--- config.mk ---
export PLATFORM = sky130hd
export DESIGN_NAME = program_memory_flat
export DESIGN_NICKNAME = d
export VERILOG_FILES = /design/src/rtl/program_memory_if.sv /design/src/rtl/program_memory.sv /design/src/flat_wrapper.sv
export SDC_FILE = /design/constraint.sdc
export NUM_CORES = 1
export LEC_CHECK = 0
export CORE_MARGIN = 4
export CORE_UTILIZATION = 38
export DETAILED_ROUTE_END_ITERATION = 10
export PLACE_DENSITY = 0.57
export SLEW_MARGIN = 40
export SYNTH_ARGS = -nofsm -noshare
export SYNTH_HDL_FRONTEND = slang
export SYNTH_SLANG_ARGS = --single-unit
--- constraint.sdc ---
create_clock -name i_clock -period 4.4 [get_ports i_clock]
set_input_delay 0.88 -clock i_clock [delete_from_list [all_inputs] [get_ports i_clock]]
set_output_delay 0.88 -clock i_clock [all_outputs]
set_load 0.02 [all_outputs]
--- src/rtl/program_memory_if.sv ---
// Load/read bus of the SAP program memory.
// The CPU/loader side drives the master modport; the RAM is the slave.
interface program_memory_if #(
    parameter int ADDR_WIDTH = 4,
    parameter int DATA_WIDTH = 8
);
    logic [ADDR_WIDTH-1:0] i_address;
    logic                  i_enable_out;
    logic                  i_program;
    logic                  i_load_valid;
    logic [DATA_WIDTH-1:0] i_load_data;
    logic                  o_load_ready;
    logic                  o_load_done;
    logic [DATA_WIDTH-1:0] o_data;

    modport master (
        output i_address,
        output i_enable_out,
        output i_program,
        output i_load_valid,
        output i_load_data,
        input  o_load_ready,
        input  o_load_done,
        input  o_data
    );

    modport slave (
        input  i_address,
        input  i_enable_out,
        input  i_program,
        input  i_load_valid,
        input  i_load_data,
        output o_load_ready,
        output o_load_done,
        output o_data
    );
endinterface

--- src/rtl/program_memory.sv ---
// SAP program RAM: registered reads in run mode, streamed
// program load through a valid/ready port in program mode.
module program_memory #(
    parameter int ADDR_WIDTH = 4,
    parameter int DATA_WIDTH = 8
) (
    input  logic              i_clock,
    input  logic              i_reset,
    program_memory_if.slave   bus
);
    localparam int DEPTH = 2 ** ADDR_WIDTH;

    localparam logic [1:0] RUN  = 2'd0;
    localparam logic [1:0] LOAD = 2'd1;
    localparam logic [1:0] DONE = 2'd2;

    localparam logic [ADDR_WIDTH-1:0] LAST = '1;

    logic [1:0]            state_q, state_d;
    logic [ADDR_WIDTH-1:0] ptr_q, ptr_d;
    logic [DATA_WIDTH-1:0] data_q, data_d;
    logic [DATA_WIDTH-1:0] mem_q [DEPTH];
    logic                  we;

    always_comb begin
        state_d = state_q;
        ptr_d   = ptr_q;
        data_d  = '0;
        we      = 1'b0;
        unique case (state_q)
            RUN: begin
                if (bus.i_program) begin
                    state_d = LOAD;
                    ptr_d   = '0;
                end else if (bus.i_enable_out) begin
                    data_d = mem_q[bus.i_address];
                end
            end
            LOAD: begin
                if (bus.i_load_valid) begin
                    we    = 1'b1;
                    ptr_d = ptr_q + 1'b1;
                    if (ptr_q == LAST) begin
                        state_d = DONE;
                    end
                end
                // abort wins over completion; a same-edge word is still written
                if (!bus.i_program) begin
                    state_d = RUN;
                end
            end
            DONE: begin
                if (!bus.i_program) begin
                    state_d = RUN;
                end
            end
            default: state_d = RUN;
        endcase
    end

    always_ff @(posedge i_clock or posedge i_reset) begin
        if (i_reset) begin
            state_q <= RUN;
            ptr_q   <= '0;
            data_q  <= '0;
            mem_q   <= '{default: '0};
        end else begin
            state_q <= state_d;
            ptr_q   <= ptr_d;
            data_q  <= data_d;
            if (we) begin
                mem_q[ptr_q] <= bus.i_load_data;
            end
        end
    end

    assign bus.o_data       = data_q;
    assign bus.o_load_ready = (state_q == LOAD);
    assign bus.o_load_done  = (state_q == DONE);
endmodule

--- src/flat_wrapper.sv ---
// flat-port wrapper written by rule: the top's interface ports become plain ports
module program_memory_flat 
#(
    parameter int ADDR_WIDTH = 4,
    parameter int DATA_WIDTH = 8
)
  (i_clock, i_reset, bus_i_address, bus_i_enable_out, bus_i_program, bus_i_load_valid, bus_i_load_data, bus_o_load_ready, bus_o_load_done, bus_o_data);
  program_memory_if #(.ADDR_WIDTH(ADDR_WIDTH), .DATA_WIDTH(DATA_WIDTH)) bus_i ();
  input  logic i_clock;
  input  logic i_reset;
  input wire logic [$bits(bus_i.i_address)-1:0] bus_i_address;
  input wire logic [$bits(bus_i.i_enable_out)-1:0] bus_i_enable_out;
  input wire logic [$bits(bus_i.i_program)-1:0] bus_i_program;
  input wire logic [$bits(bus_i.i_load_valid)-1:0] bus_i_load_valid;
  input wire logic [$bits(bus_i.i_load_data)-1:0] bus_i_load_data;
  output wire logic [$bits(bus_i.o_load_ready)-1:0] bus_o_load_ready;
  output wire logic [$bits(bus_i.o_load_done)-1:0] bus_o_load_done;
  output wire logic [$bits(bus_i.o_data)-1:0] bus_o_data;
  assign bus_i.i_address = bus_i_address;
  assign bus_i.i_enable_out = bus_i_enable_out;
  assign bus_i.i_program = bus_i_program;
  assign bus_i.i_load_valid = bus_i_load_valid;
  assign bus_i.i_load_data = bus_i_load_data;
  assign bus_o_load_ready = bus_i.o_load_ready;
  assign bus_o_load_done = bus_i.o_load_done;
  assign bus_o_data = bus_i.o_data;
  program_memory #(.ADDR_WIDTH(ADDR_WIDTH), .DATA_WIDTH(DATA_WIDTH)) u_core (.i_clock(i_clock), .i_reset(i_reset), .bus(bus_i));
endmodule
==> impl_results.html, run 1 <==
<table>
<tr><th>Metric</th><th>Value</th></tr>
<tr><th colspan="2">Routing</th></tr>
<tr><td>DRC violation total after the first TritonRoute iteration</td><td>165</td></tr>
<tr><td>Met2 wire length</td><td>around 7000 um</td></tr>
<tr><td>Post-route met1 wirelength</td><td>6610 um</td></tr>
<tr><td>Number of nets with antenna violations after routing</td><td>0</td></tr>
<tr><td>Wirelength per Cell</td><td>21.1 um</td></tr>
<tr><td>Sum of met3 wire segment lengths after detailed routing</td><td>355 um</td></tr>
<tr><td>First-pass iteration count of the detailed router</td><td>4</td></tr>
<tr><td>Detailed-route wire length</td><td>14100 um</td></tr>
<tr><td>Via count</td><td>3581</td></tr>
<tr><td>Routed vias/inst</td><td>5.35</td></tr>
<tr><td>DRC viols</td><td>0</td></tr>
<tr><td>Max Used Layer</td><td>met4</td></tr>
<tr><th colspan="2">Worst hold path</th></tr>
<tr><td>Cell depth of the worst min-delay path</td><td>1</td></tr>
<tr><td>Hold WC Path Type</td><td>flip-flop to flip-flop</td></tr>
<tr><td>Hold-critical path endpoint</td><td>u_core.mem_q[96]$_DFFE_PP0P_</td></tr>
<tr><td>Source of the worst hold timing path</td><td>u_core.mem_q[96]$_DFFE_PP0P_</td></tr>
<tr><th colspan="2">Logic synthesis</th></tr>
<tr><td>Yosys top cell by area</td><td>sky130_fd_sc_hd__dfrtp_1</td></tr>
<tr><td>Total of warnings raised by yosys</td><td>0</td></tr>
<tr><td>Cell types with the largest area share after synthesis</td><td>sky130_fd_sc_hd__dfrtp_1, sky130_fd_sc_hd__mux2_2, sky130_fd_sc_hd__mux4_2</td></tr>
<tr><td>Number of library cell types mapped by synthesis</td><td>32</td></tr>
<tr><td>Cell count after synthesis</td><td>420</td></tr>
<tr><td>Average instance area after synthesis</td><td>15.5 sq um</td></tr>
<tr><td>FF+latch count, synth</td><td>142</td></tr>
<tr><td>Sequential area share after synthesis</td><td>0.545</td></tr>
<tr><td>Synthesized netlist net count</td><td>roughly 440</td></tr>
<tr><td>Share of Yosys cell area claimed by the top area cell type</td><td>0.545</td></tr>
<tr><td>Syn Std Cell Area</td><td>6520 sq um</td></tr>
<tr><th colspan="2">Timing</th></tr>
<tr><td>Aggregate negative setup slack</td><td>0 ps</td></tr>
<tr><td>RSZ-0062 raised after global routing</td><td>false</td></tr>
<tr><td>Slew at the pin closest to its max-slew limit</td><td>779 ps</td></tr>
<tr><td>Worst slew margin relative to its limit</td><td>0.479</td></tr>
<tr><td>Hold_ws</td><td>490 ps</td></tr>
<tr><td># setup viols final</td><td>0</td></tr>
<tr><td>Final-report hold violation count</td><td>0</td></tr>
<tr><td>Worst Slack Setup Final</td><td>1630 ps</td></tr>
<tr><td>Fin Clk Skew</td><td>7.62 ps</td></tr>
<tr><td>Final-report max-slew violation count</td><td>0</td></tr>
<tr><td>Period Utilization, post-route</td><td>0.630</td></tr>
<tr><td>Achievable Freq</td><td>361 MHz</td></tr>
<tr><td>Minimum period implied by the final worst setup slack</td><td>2770 ps</td></tr>
<tr><th colspan="2">Cells and area</th></tr>
<tr><td>Count of placed standard cells in the final layout, fillers left out</td><td>roughly 670</td></tr>
<tr><td>Proportion of layout cells with a drive suffix above 1</td><td>0.454</td></tr>
<tr><td>Fillers</td><td>about 1500</td></tr>
<tr><td>Area taken by multi-input logic gates</td><td>2760 sq um</td></tr>
<tr><td>Reg area</td><td>3550 sq um</td></tr>
<tr><td>Final core utilization</td><td>0.449</td></tr>
<tr><td>Area Growth Syn to Fin</td><td>14.9%</td></tr>
<tr><td>ANT cells</td><td>0</td></tr>
<tr><td>Final nets</td><td>around 460</td></tr>
<tr><td>Post-route cell area</td><td>7500 sq um</td></tr>
<tr><th colspan="2">Power</th></tr>
<tr><td>Pwr/cell area</td><td>439 nW/um^2</td></tr>
<tr><td>Leakage</td><td>around 3.4 nW</td></tr>
<tr><td>Worst IR Drop VDD</td><td>between 0.3 and 0.4 mV</td></tr>
<tr><td>PnR Total Power</td><td>3.29 mW</td></tr>
<tr><th colspan="2">GRT</th></tr>
<tr><td>Number of global-route vias before repair</td><td>between 3000 and 4000</td></tr>
<tr><td>Initial antenna violation count</td><td>0</td></tr>
<tr><td>First-pass GRT wire length</td><td>~23000 um</td></tr>
<tr><td>Global routing usage summed across all routing layers</td><td>0.158</td></tr>
<tr><td>Remaining Overflow, GRT</td><td>0</td></tr>
<tr><td>Pin count of the biggest net entering global routing</td><td>roughly 120</td></tr>
<tr><th colspan="2">Worst setup path</th></tr>
<tr><td>Endpoint kind of the worst setup timing path</td><td>primary output</td></tr>
<tr><td>Critical-path top delay cell</td><td>sky130_fd_sc_hd__dfrtp_1</td></tr>
<tr><td>Startpoint kind of the worst setup timing path</td><td>flip-flop</td></tr>
<tr><td>Crit-path cells</td><td>nor2b_1 -&gt; clkdlybuf4s50_1</td></tr>
<tr><td>Kind of critical path</td><td>flip-flop to primary output</td></tr>
<tr><td>Endpoint of the worst register-to-register path</td><td>u_core.mem_q[14]$_DFFE_PP0P_</td></tr>
<tr><td>Number of buffer and inverter instances along the worst setup path</td><td>1</td></tr>
<tr><td>Required time reported for the critical path endpoint</td><td>roughly 3500 ps</td></tr>
<tr><td>Worst endpoint data arrival time</td><td>1890 ps</td></tr>
<tr><td>Maximum single-stage delay on the critical path</td><td>640 ps</td></tr>
<tr><td>Worst path top cell family by delay</td><td>flip-flops</td></tr>
<tr><td>R2R depth</td><td>5</td></tr>
<tr><td>Launching element of the worst setup path</td><td>u_core.state_q[0]$_DFFE_PP0P_</td></tr>
<tr><td>Largest fanout of any net on the critical path</td><td>13</td></tr>
<tr><td>RR Startpoint</td><td>u_core.ptr_q[0]$_DFFE_PP0P_</td></tr>
<tr><td>Worst R2R Setup Slack</td><td>2250 ps</td></tr>
<tr><th colspan="2">Place</th></tr>
<tr><td>Post-place setup slack</td><td>1320 ps</td></tr>
<tr><td>RePlAce Congestion</td><td>slightly below 0.8</td></tr>
<tr><td>Post-DP HPWL</td><td>between 8000 and 9000 um</td></tr>
<tr><td>IO Port Bufs</td><td>26</td></tr>
<tr><td>DP Area</td><td>6920 sq um</td></tr>
<tr><td>Placed cell count</td><td>637</td></tr>
<tr><th colspan="2">Clock tree</th></tr>
<tr><td>TritonCTS sink count</td><td>142</td></tr>
<tr><td>Clock Root Buffer</td><td>sky130_fd_sc_hd__clkbuf_16</td></tr>
<tr><td>Maximum number of buffers from clock root to sink</td><td>2</td></tr>
<tr><td>Worst-Skew Late Latency</td><td>approximately 430 ps</td></tr>
<tr><td>Clock buffers created by TritonCTS</td><td>17</td></tr>
<tr><td>Number of buffers inserted by hold repair at cts</td><td>0</td></tr>
<tr><td>Setup bufs post-CTS</td><td>0</td></tr>
<tr><td>Clock-pin slew of the registers on the worst-case setup and hold paths</td><td>60 ps</td></tr>
<tr><td>CTS tree</td><td>built</td></tr>
<tr><td>Number of gates resized after CTS</td><td>0</td></tr>
<tr><td>Htree depth</td><td>4</td></tr>
<tr><th colspan="2">Floorplan</th></tr>
<tr><td>Core Box Area</td><td>16700 sq um</td></tr>
<tr><td>I/O pin total</td><td>27</td></tr>
<tr><td>Core Rows</td><td>47</td></tr>
<tr><td>Die height</td><td>139 um</td></tr>
<tr><td>Effective utilization at floorplan</td><td>0.390</td></tr>
<tr><td>Horizontal extent of the die</td><td>139 um</td></tr>
<tr><td>Die area</td><td>19300 sq um</td></tr>
<tr><th colspan="2">Run status</th></tr>
<tr><td>Outcome</td><td>finished, final reports clean</td></tr>
<tr><th colspan="2">Run</th></tr>
<tr><td>Max Cap Violations</td><td>0</td></tr>
</table>
[worst reg2reg max path, cell delays in order (launching register included)]
cell                       delay, ps
sky130_fd_sc_hd__dfrtp_1         430
sky130_fd_sc_hd__inv_1           140
sky130_fd_sc_hd__ha_1            160
sky130_fd_sc_hd__nand4b_1        220
sky130_fd_sc_hd__nor2_1          680
sky130_fd_sc_hd__mux2_2          410
[synth_stat cells (all sizes together)]
library cell,instances
o22ai,1
mux2i,9
ha,4
nand2b,5
a21oi,1
o211ai,1
nor2,16
nand3b,1
o21a,1
or3,4
nand4,9
xor2,1
nand2,2
mux2,129
o21bai,1
nor2b,2
dfrtp,142
mux4,32
clkbuf,12
nand4b,5
nor4b,1
buf,20
a22o,3
inv,11
o221ai,7
[placed cells by master, fill, tap and decap left out, drive strengths merged, types with 2 or more instances in the layout]
cell type,n
nand2b,5
nor2b,2
o221ai,7
nand2,2
mux4,32
or3,4
clkinv,4
ha,4
a22o,3
clkinvlp,2
buf,5
dfrtp,142
mux2i,9
inv,19
clkdlybuf4s50,24
clkbuf,17
mux2,129
nor2,16
nand4,9
nand4b,5
[report_power, final]
part / internal, mW / total (mW) / switching, mW
clock: 0.796 / 1.40 / 0.606
sequential: 1.45 / 1.53 / 0.0755
combinational: 0.209 / 0.362 / 0.154
total: 2.46 / 3.29 / 0.835
[state kept, by name, summed over array words and instances (netlist names)]
signal             cells
u_core.mem_q         128
u_core.state_q         2
u_core.bus.o_data      8
u_core.ptr_q           4
[cell type report]
| class | count | share of cell area |
|---|---|---|
| repair buffers | 29 | 0.0387 |
| flip-flops and latches | 142 | 0.474 |
| well taps | 220 | 0.0367 |
| clock buffers | 17 | 0.0568 |
| multi-input cells | 235 | 0.368 |
| clock inverters | 15 | 0.0200 |
| inverters | 11 | 0.00601 |
[how the worst max path moves through the flow]
stage          cells after the start                              to  slack (ps)
5_1_grt                            2                bus_o_load_ready        1540
3_3_place_gp                       4    u_core.mem_q[11]$_DFFE_PP0P_        1420
4_1_cts                            2                bus_o_load_ready        1610
2_1_floorplan                      1  u_core.bus.o_data[0]$_DFF_PP0_        1740
6_report                           2                bus_o_load_ready        1630
3_5_place_dp                       4    u_core.mem_q[14]$_DFFE_PP0P_        1320
[layer usage]
layer / global-route usage / up-vias
li1: - / 1585
met1: 0.213 / 1940
met2: 0.251 / 40
met3: 0.0479 / 16
met4: 0.0422 / 0
met5: 0 / -
[kinds of logic after synthesis]
kind of cell	after synthesis	share of synthesized area
AO/OA/AOI/OAI	15	0.0186
XOR/XNOR	1	0.00134
adder cells (fa/ha/maj)	4	0.00767
buffers and inverters	43	0.0324
flip-flops	142	0.545
multiplexers	170	0.349
AND/OR/NAND/NOR	45	0.0462
(Power assumes the default switching activity.)
==> run 2, diff against run 1 <==
--- a/config.mk
+++ b/config.mk
@@ -8,7 +8,7 @@
 export CORE_MARGIN = 4
 export CORE_UTILIZATION = 38
 export DETAILED_ROUTE_END_ITERATION = 10
-export PLACE_DENSITY = 0.57
+export PLACE_DENSITY = 0.55
 export SLEW_MARGIN = 40
 export SYNTH_ARGS = -nofsm -noshare
 export SYNTH_HDL_FRONTEND = slang
==> constraint.sdc (replaced) <==
create_clock -name i_clock -period 2.82 [get_ports i_clock]
set_input_delay 0.564 -clock i_clock [delete_from_list [all_inputs] [get_ports i_clock]]
set_output_delay 0.564 -clock i_clock [all_outputs]
set_load 0.02 [all_outputs]
==> impl_results.html, run 2 (synthesis results as in run 1) <==
<table>
<tr><th>Metric</th><th>Value</th></tr>
<tr><th colspan="2">Floorplan</th></tr>
<tr><td>Core Box Area</td><td>~17000 sq um</td></tr>
<tr><td>I/O pin total</td><td>27</td></tr>
<tr><td>Effective utilization at floorplan</td><td>0.390</td></tr>
<tr><td>Die height</td><td>roughly 140 um</td></tr>
<tr><td>Horizontal extent of the die</td><td>between 100 and 150 um</td></tr>
<tr><td>Die area</td><td>19300 sq um</td></tr>
<tr><td>Core Rows</td><td>47</td></tr>
<tr><th colspan="2">Cells and area</th></tr>
<tr><td>Area Growth Syn to Fin</td><td>19.0%</td></tr>
<tr><td>Count of placed standard cells in the final layout, fillers left out</td><td>690</td></tr>
<tr><td>Top reg by flops</td><td>u_core.mem_q</td></tr>
<tr><td>Max reg flops</td><td>about 130</td></tr>
<tr><td>Final core utilization</td><td>0.464</td></tr>
<tr><td>Most common cell after layout, fill and taps aside</td><td>sky130_fd_sc_hd__dfrtp_1</td></tr>
<tr><td>Proportion of layout cells with a drive suffix above 1</td><td>0.474</td></tr>
<tr><td>Final nets</td><td>480</td></tr>
<tr><td>Top library cells by usage in the layout, fill and taps aside</td><td>sky130_fd_sc_hd__dfrtp_1, sky130_fd_sc_hd__mux2_2, sky130_fd_sc_hd__mux4_2</td></tr>
<tr><td>ANT cells</td><td>0</td></tr>
<tr><th colspan="2">GRT</th></tr>
<tr><td>Global routing usage summed across all routing layers</td><td>0.166</td></tr>
<tr><td>Pin count of the biggest net entering global routing</td><td>75</td></tr>
<tr><td>First-pass GRT wire length</td><td>roughly 24000 um</td></tr>
<tr><td>Number of global-route vias before repair</td><td>4034</td></tr>
<tr><td>Initial antenna violation count</td><td>0</td></tr>
<tr><td>Remaining Overflow, GRT</td><td>0</td></tr>
<tr><th colspan="2">Worst setup path</th></tr>
<tr><td>Maximum single-stage delay on the critical path</td><td>630 ps</td></tr>
<tr><td>Worst path top cell family by delay</td><td>flip-flops</td></tr>
<tr><td>Required time reported for the critical path endpoint</td><td>~2300 ps</td></tr>
<tr><td>Critical-path top delay cell</td><td>sky130_fd_sc_hd__dfrtp_1</td></tr>
<tr><td>Worst R2R Setup Slack</td><td>870 ps</td></tr>
<tr><td>Endpoint kind of the worst setup timing path</td><td>primary output</td></tr>
<tr><td>R2R depth</td><td>5</td></tr>
<tr><td>RR Startpoint</td><td>u_core.ptr_q[0]$_DFFE_PP0P_</td></tr>
<tr><td>Number of buffer and inverter instances along the worst setup path</td><td>1</td></tr>
<tr><td>Crit-path cells</td><td>nor2b_1 -&gt; clkdlybuf4s50_1</td></tr>
<tr><td>Largest fanout of any net on the critical path</td><td>13</td></tr>
<tr><td>Worst endpoint data arrival time</td><td>1850 ps</td></tr>
<tr><td>Endpoint of the worst register-to-register path</td><td>u_core.mem_q[107]$_DFFE_PP0P_</td></tr>
<tr><td>Startpoint kind of the worst setup timing path</td><td>flip-flop</td></tr>
<tr><td>Kind of critical path</td><td>flip-flop to primary output</td></tr>
<tr><th colspan="2">Place</th></tr>
<tr><td>RePlAce Congestion</td><td>0.766</td></tr>
<tr><td>Post-DP HPWL</td><td>roughly 10000 um</td></tr>
<tr><td>IO Port Bufs</td><td>26</td></tr>
<tr><td>Post-place setup slack</td><td>247 ps</td></tr>
<tr><td>Placed cell count</td><td>660</td></tr>
<tr><th colspan="2">Worst hold path</th></tr>
<tr><td>Hold WC Path Type</td><td>flip-flop to flip-flop</td></tr>
<tr><td>Hold-critical path endpoint</td><td>u_core.mem_q[100]$_DFFE_PP0P_</td></tr>
<tr><td>Source of the worst hold timing path</td><td>u_core.mem_q[100]$_DFFE_PP0P_</td></tr>
<tr><td>Cell depth of the worst min-delay path</td><td>1</td></tr>
<tr><th colspan="2">Clock tree</th></tr>
<tr><td>Clock-pin slew of the registers on the worst-case setup and hold paths</td><td>approximately 60 ps</td></tr>
<tr><td>Number of gates resized after CTS</td><td>0</td></tr>
<tr><td>Clock buffers created by TritonCTS</td><td>17</td></tr>
<tr><td>Worst-Skew Late Latency</td><td>420 ps</td></tr>
<tr><td>Setup bufs post-CTS</td><td>0</td></tr>
<tr><td>TritonCTS sink count</td><td>~140</td></tr>
<tr><td>CTS tree</td><td>built</td></tr>
<tr><td>Htree depth</td><td>4</td></tr>
<tr><td>Maximum number of buffers from clock root to sink</td><td>2</td></tr>
<tr><td>Clock Root Buffer</td><td>sky130_fd_sc_hd__clkbuf_16</td></tr>
<tr><td>Number of buffers inserted by hold repair at cts</td><td>0</td></tr>
<tr><th colspan="2">Run</th></tr>
<tr><td>Max Cap Violations</td><td>0</td></tr>
<tr><th colspan="2">Power</th></tr>
<tr><td>Pwr/cell area</td><td>691 nW/um^2</td></tr>
<tr><td>PnR Total Power</td><td>5.36 mW</td></tr>
<tr><td>Leakage</td><td>around 3.6 nW</td></tr>
<tr><td>Worst IR Drop VDD</td><td>0.413 mV</td></tr>
<tr><th colspan="2">Timing</th></tr>
<tr><td>Slew at the pin closest to its max-slew limit</td><td>627 ps</td></tr>
<tr><td>Final-report hold violation count</td><td>0</td></tr>
<tr><td>Final-report max-slew violation count</td><td>0</td></tr>
<tr><td># setup viols final</td><td>0</td></tr>
<tr><td>Worst slew margin relative to its limit</td><td>0.581</td></tr>
<tr><td>Aggregate negative setup slack</td><td>0 ps</td></tr>
<tr><td>RSZ-0062 raised after global routing</td><td>false</td></tr>
<tr><td>Minimum period implied by the final worst setup slack</td><td>2410 ps</td></tr>
<tr><td>Period Utilization, post-route</td><td>0.855</td></tr>
<tr><td>Achievable Freq</td><td>415 MHz</td></tr>
<tr><td>Worst Slack Setup Final</td><td>409 ps</td></tr>
<tr><td>Fin Clk Skew</td><td>~6.9 ps</td></tr>
<tr><th colspan="2">Routing</th></tr>
<tr><td>Post-route met1 wirelength</td><td>about 7000 um</td></tr>
<tr><td>Number of nets with antenna violations after routing</td><td>0</td></tr>
<tr><td>Met2 wire length</td><td>between 7000 and 8000 um</td></tr>
<tr><td>Sum of met3 wire segment lengths after detailed routing</td><td>629 um</td></tr>
<tr><td>First-pass iteration count of the detailed router</td><td>4</td></tr>
<tr><td>Detailed-route wire length</td><td>15100 um</td></tr>
<tr><td>Via count</td><td>3715</td></tr>
<tr><td>Wirelength per Cell</td><td>21.8 um</td></tr>
<tr><td>Routed vias/inst</td><td>about 5.4</td></tr>
<tr><td>DRC viols</td><td>0</td></tr>
<tr><td>Max Used Layer</td><td>met4</td></tr>
<tr><td>DRC violation total after the first TritonRoute iteration</td><td>around 250</td></tr>
<tr><th colspan="2">Run status</th></tr>
<tr><td>Outcome</td><td>finished, final reports clean</td></tr>
</table>
run 2: routing by layer:
| metal | up-vias | global-route usage |
|---|---|---|
| met5 | - | 0 |
| met4 | 0 | 0.0525 |
| met3 | 11 | 0.0376 |
| met2 | 65 | 0.259 |
| met1 | 2014 | 0.232 |
| li1 | 1625 | - |
run 2: worst max path at each step:
stage | startpoint | end | slack, ps | depth (start not counted)
2_1_floorplan | i_reset | u_core.bus.o_data[0]$_DFF_PP0_ | 480 | 1
3_3_place_gp | bus_i_load_valid | u_core.mem_q[118]$_DFFE_PP0P_ | 250 | 4
3_5_place_dp | bus_i_load_valid | u_core.mem_q[118]$_DFFE_PP0P_ | 250 | 4
4_1_cts | u_core.state_q[0]$_DFFE_PP0P_ | bus_o_load_ready | 390 | 2
5_1_grt | u_core.state_q[0]$_DFFE_PP0P_ | bus_o_load_ready | 310 | 2
6_report | u_core.state_q[0]$_DFFE_PP0P_ | bus_o_load_ready | 410 | 2
run 2: power by group:
group / switching, mW / internal (mW) / total [mW]
Clock: 0.813 / 1.59 / 2.40
Combinational: 0.233 / 0.338 / 0.571
Sequential: 0.123 / 2.27 / 2.39
run 2: metrics by stage:
stage / hold WS (ps) / cell area, sq um
4_1_cts: 496 / 7760
5_1_grt: 510 / 7760
6_report: 493 / 7760
3_5_place_dp: 483 / 7130
3_3_place_gp: 470 / 7130
2_1_floorplan: 459 / 6530
run 2: worst reg2reg max path, delay by kind of cell, from the launching register on:
family,cells,cell delay (ps)
adder cells (fa/ha/maj),1,170
buffers and inverters,1,140
flip-flops,1,430
multiplexers,1,370
AND/OR/NAND/NOR,2,710
run 2: layout make-up:
cell class                 count  area (sq um)
timing repair buffer          52           495
tap                          220           275
sequential                   142          3550
inverter                      11          45.0
fill                        1498          8940
clock inverter                 6           130
clock buffer                  24           502
multi-input combinational    235          2760
==> run 3, diff against run 2 <==
--- a/config.mk
+++ b/config.mk
@@ -6,9 +6,9 @@
 export NUM_CORES = 1
 export LEC_CHECK = 0
 export CORE_MARGIN = 4
-export CORE_UTILIZATION = 38
+export CORE_UTILIZATION = 61
 export DETAILED_ROUTE_END_ITERATION = 10
-export PLACE_DENSITY = 0.55
+export PLACE_DENSITY = 0.81
 export SLEW_MARGIN = 40
 export SYNTH_ARGS = -nofsm -noshare
 export SYNTH_HDL_FRONTEND = slang
==> impl_results.html, run 3 (synthesis results as in run 1) <==
<table>
<tr><th>Metric</th><th>Value</th></tr>
<tr><th colspan="2">Clock tree</th></tr>
<tr><td>Maximum number of buffers from clock root to sink</td><td>2</td></tr>
<tr><td>TritonCTS sink count</td><td>142</td></tr>
<tr><td>Setup bufs post-CTS</td><td>0</td></tr>
<tr><td>Clock Root Buffer</td><td>sky130_fd_sc_hd__clkbuf_8</td></tr>
<tr><td>Number of buffers inserted by hold repair at cts</td><td>0</td></tr>
<tr><td>Htree depth</td><td>4</td></tr>
<tr><td>Clock buffers created by TritonCTS</td><td>17</td></tr>
<tr><td>CTS tree</td><td>built</td></tr>
<tr><td>Number of gates resized after CTS</td><td>0</td></tr>
<tr><td>Clock-pin slew of the registers on the worst-case setup and hold paths</td><td>60 ps</td></tr>
<tr><td>Worst-Skew Late Latency</td><td>530 ps</td></tr>
<tr><th colspan="2">Worst hold path</th></tr>
<tr><td>Cell depth of the worst min-delay path</td><td>1</td></tr>
<tr><td>Hold WC Path Type</td><td>flip-flop to flip-flop</td></tr>
<tr><td>Hold-critical path endpoint</td><td>u_core.mem_q[98]$_DFFE_PP0P_</td></tr>
<tr><td>Source of the worst hold timing path</td><td>u_core.mem_q[98]$_DFFE_PP0P_</td></tr>
<tr><th colspan="2">Floorplan</th></tr>
<tr><td>Horizontal extent of the die</td><td>111 um</td></tr>
<tr><td>Effective utilization at floorplan</td><td>0.629</td></tr>
<tr><td>Die area</td><td>about 12000 sq um</td></tr>
<tr><td>I/O pin total</td><td>27</td></tr>
<tr><td>Die height</td><td>111 um</td></tr>
<tr><td>Core Rows</td><td>37</td></tr>
<tr><td>Core Box Area</td><td>~10000 sq um</td></tr>
<tr><th colspan="2">Routing</th></tr>
<tr><td>First-pass iteration count of the detailed router</td><td>4</td></tr>
<tr><td>Detailed-route wire length</td><td>about 14000 um</td></tr>
<tr><td>DRC viols</td><td>0</td></tr>
<tr><td>Via count</td><td>3727</td></tr>
<tr><td>Number of nets with antenna violations after routing</td><td>0</td></tr>
<tr><td>Wirelength per Cell</td><td>~22 um</td></tr>
<tr><td>Routed vias/inst</td><td>6.16</td></tr>
<tr><td>DRC violation total after the first TritonRoute iteration</td><td>293</td></tr>
<tr><th colspan="2">Worst setup path</th></tr>
<tr><td>Critical-path top delay cell</td><td>sky130_fd_sc_hd__dfrtp_1</td></tr>
<tr><td>Endpoint of the worst register-to-register path</td><td>u_core.mem_q[118]$_DFFE_PP0P_</td></tr>
<tr><td>R2R depth</td><td>3</td></tr>
<tr><td>Endpoint kind of the worst setup timing path</td><td>primary output</td></tr>
<tr><td>Startpoint kind of the worst setup timing path</td><td>flip-flop</td></tr>
<tr><td>Required time reported for the critical path endpoint</td><td>2260 ps</td></tr>
<tr><td>Largest fanout of any net on the critical path</td><td>13</td></tr>
<tr><td>Number of buffer and inverter instances along the worst setup path</td><td>1</td></tr>
<tr><td>Crit-path cells</td><td>nor2b_1 -&gt; clkdlybuf4s50_1</td></tr>
<tr><td>Worst endpoint data arrival time</td><td>1990 ps</td></tr>
<tr><td>Worst R2R Setup Slack</td><td>780 ps</td></tr>
<tr><td>Launching element of the worst setup path</td><td>u_core.state_q[0]$_DFFE_PP0P_</td></tr>
<tr><td>Worst path top cell family by delay</td><td>flip-flops</td></tr>
<tr><td>Kind of critical path</td><td>flip-flop to primary output</td></tr>
<tr><td>Maximum single-stage delay on the critical path</td><td>approximately 640 ps</td></tr>
<tr><td>RR Startpoint</td><td>u_core.state_q[0]$_DFFE_PP0P_</td></tr>
<tr><th colspan="2">Timing</th></tr>
<tr><td>Aggregate negative setup slack</td><td>0 ps</td></tr>
<tr><td>Minimum period implied by the final worst setup slack</td><td>between 2000 and 3000 ps</td></tr>
<tr><td># setup viols final</td><td>0</td></tr>
<tr><td>Period Utilization, post-route</td><td>0.905</td></tr>
<tr><td>Final-report hold violation count</td><td>0</td></tr>
<tr><td>Final-report max-slew violation count</td><td>0</td></tr>
<tr><td>Achievable Freq</td><td>392 MHz</td></tr>
<tr><td>Slew at the pin closest to its max-slew limit</td><td>610 ps</td></tr>
<tr><td>Worst slew margin relative to its limit</td><td>0.592</td></tr>
<tr><td>RSZ-0062 raised after global routing</td><td>false</td></tr>
<tr><td>Fin Clk Skew</td><td>7.64 ps</td></tr>
<tr><th colspan="2">Run</th></tr>
<tr><td>Max Cap Violations</td><td>0</td></tr>
<tr><th colspan="2">Cells and area</th></tr>
<tr><td>Proportion of layout cells with a drive suffix above 1</td><td>0.473</td></tr>
<tr><td>Top library cells by usage in the layout, fill and taps aside</td><td>sky130_fd_sc_hd__dfrtp_1, sky130_fd_sc_hd__mux2_2, sky130_fd_sc_hd__mux4_2</td></tr>
<tr><td>Top reg by flops</td><td>u_core.mem_q</td></tr>
<tr><td>Area Growth Syn to Fin</td><td>16.1%</td></tr>
<tr><td>Final nets</td><td>478</td></tr>
<tr><td>Final core utilization</td><td>0.730</td></tr>
<tr><td>Max reg flops</td><td>128</td></tr>
<tr><td>Most common cell after layout, fill and taps aside</td><td>sky130_fd_sc_hd__dfrtp_1</td></tr>
<tr><td>Fillers</td><td>about 700</td></tr>
<tr><td>ANT cells</td><td>0</td></tr>
<tr><td>Count of placed standard cells in the final layout, fillers left out</td><td>605</td></tr>
<tr><th colspan="2">Place</th></tr>
<tr><td>Post-DP HPWL</td><td>slightly above 9000 um</td></tr>
<tr><td>RePlAce Congestion</td><td>0.854</td></tr>
<tr><td>IO Port Bufs</td><td>26</td></tr>
<tr><td>Placed cell count</td><td>around 570</td></tr>
<tr><th colspan="2">GRT</th></tr>
<tr><td>Number of global-route vias before repair</td><td>roughly 4200</td></tr>
<tr><td>Initial antenna violation count</td><td>0</td></tr>
<tr><td>Remaining Overflow, GRT</td><td>0</td></tr>
<tr><td>Pin count of the biggest net entering global routing</td><td>52</td></tr>
<tr><td>Global routing usage summed across all routing layers</td><td>0.243</td></tr>
<tr><td>First-pass GRT wire length</td><td>22900 um</td></tr>
<tr><th colspan="2">Power</th></tr>
<tr><td>Leakage</td><td>about 3.5 nW</td></tr>
<tr><td>Pwr/cell area</td><td>670 nW/um^2</td></tr>
<tr><td>Worst IR Drop VDD</td><td>0.580 mV</td></tr>
<tr><th colspan="2">Run status</th></tr>
<tr><td>Outcome</td><td>finished, final reports clean</td></tr>
</table>
-- run 3: cell types whose count changed in the layout (fill, tap and decap cells not counted), sizes merged --
| cell | before | now |
|---|---|---|
| clkinv | 2 | 5 |
| buf | 28 | 26 |
| clkinvlp | 1 | 5 |
| bufinv | 4 | 2 |
| clkbuf | 24 | 20 |
-- run 3: worst max path at each step --
stage / cells after the start / endpoint / slack, ps
final: 2 / bus_o_load_ready / 270
after global routing: 2 / bus_o_load_ready / 160
after CTS: 2 / bus_o_load_ready / 260
after detailed placement: 4 / u_core.mem_q[118]$_DFFE_PP0P_ / 180
after global placement: 4 / u_core.mem_q[118]$_DFFE_PP0P_ / 270
after floorplan: 1 / u_core.bus.o_data[0]$_DFF_PP0_ / 480
-- run 3: per-stage QoR --
step / hold WS [ps] / setup slack (ps) / total power, mW / area, sq um
after floorplan: 459 / 479 / 2.83 / 6530
final: 491 / 267 / 5.08 / 7570
after detailed placement: 484 / 185 / 3.02 / 7020
after global routing: 513 / 164 / 5.30 / 7570
after CTS: 498 / 264 / 5.12 / 7570
after global placement: 471 / 272 / 2.97 / 7020
-- run 3: layout make-up --
| cell class | count | area, sq um | share of cell area |
|---|---|---|---|
| Clock buffer | 20 | 435 | 0.0575 |
| Clock inverter | 11 | 119 | 0.0157 |
| Inverter | 11 | 45.0 | 0.00595 |
| Multi-Input combinational cell | 235 | 2760 | 0.364 |
| Sequential cell | 142 | 3550 | 0.469 |
| Tap cell | 136 | 170 | 0.0225 |
| Timing Repair Buffer | 50 | 493 | 0.0651 |
-- run 3: worst register-to-register path: stages, from the launching register on --
cell and delay, ps:
sky130_fd_sc_hd__dfrtp_1 640, sky130_fd_sc_hd__nand4b_1 330, sky130_fd_sc_hd__or3_1 580, sky130_fd_sc_hd__mux2_4 370
-- run 3: where the power goes --
group / switching (mW) / internal, mW / leakage, nW
Sequential: 0.130 / 2.27 / 1.92
Clock: 0.817 / 1.27 / 0.263
Combinational: 0.253 / 0.340 / 1.34
Total: 1.20 / 3.88 / 3.52
-- run 3: routing by layer --
| metal | track usage | routed length (um) | vias up |
|---|---|---|---|
| met4 | 0.0843 | 211 | 0 |
| li1 | - | - | 1628 |
| met1 | 0.325 | 5500 | 1989 |
| met5 | 0 | 0 | - |
| met2 | 0.392 | 7090 | 90 |
| met3 | 0.0658 | 718 | 20 |
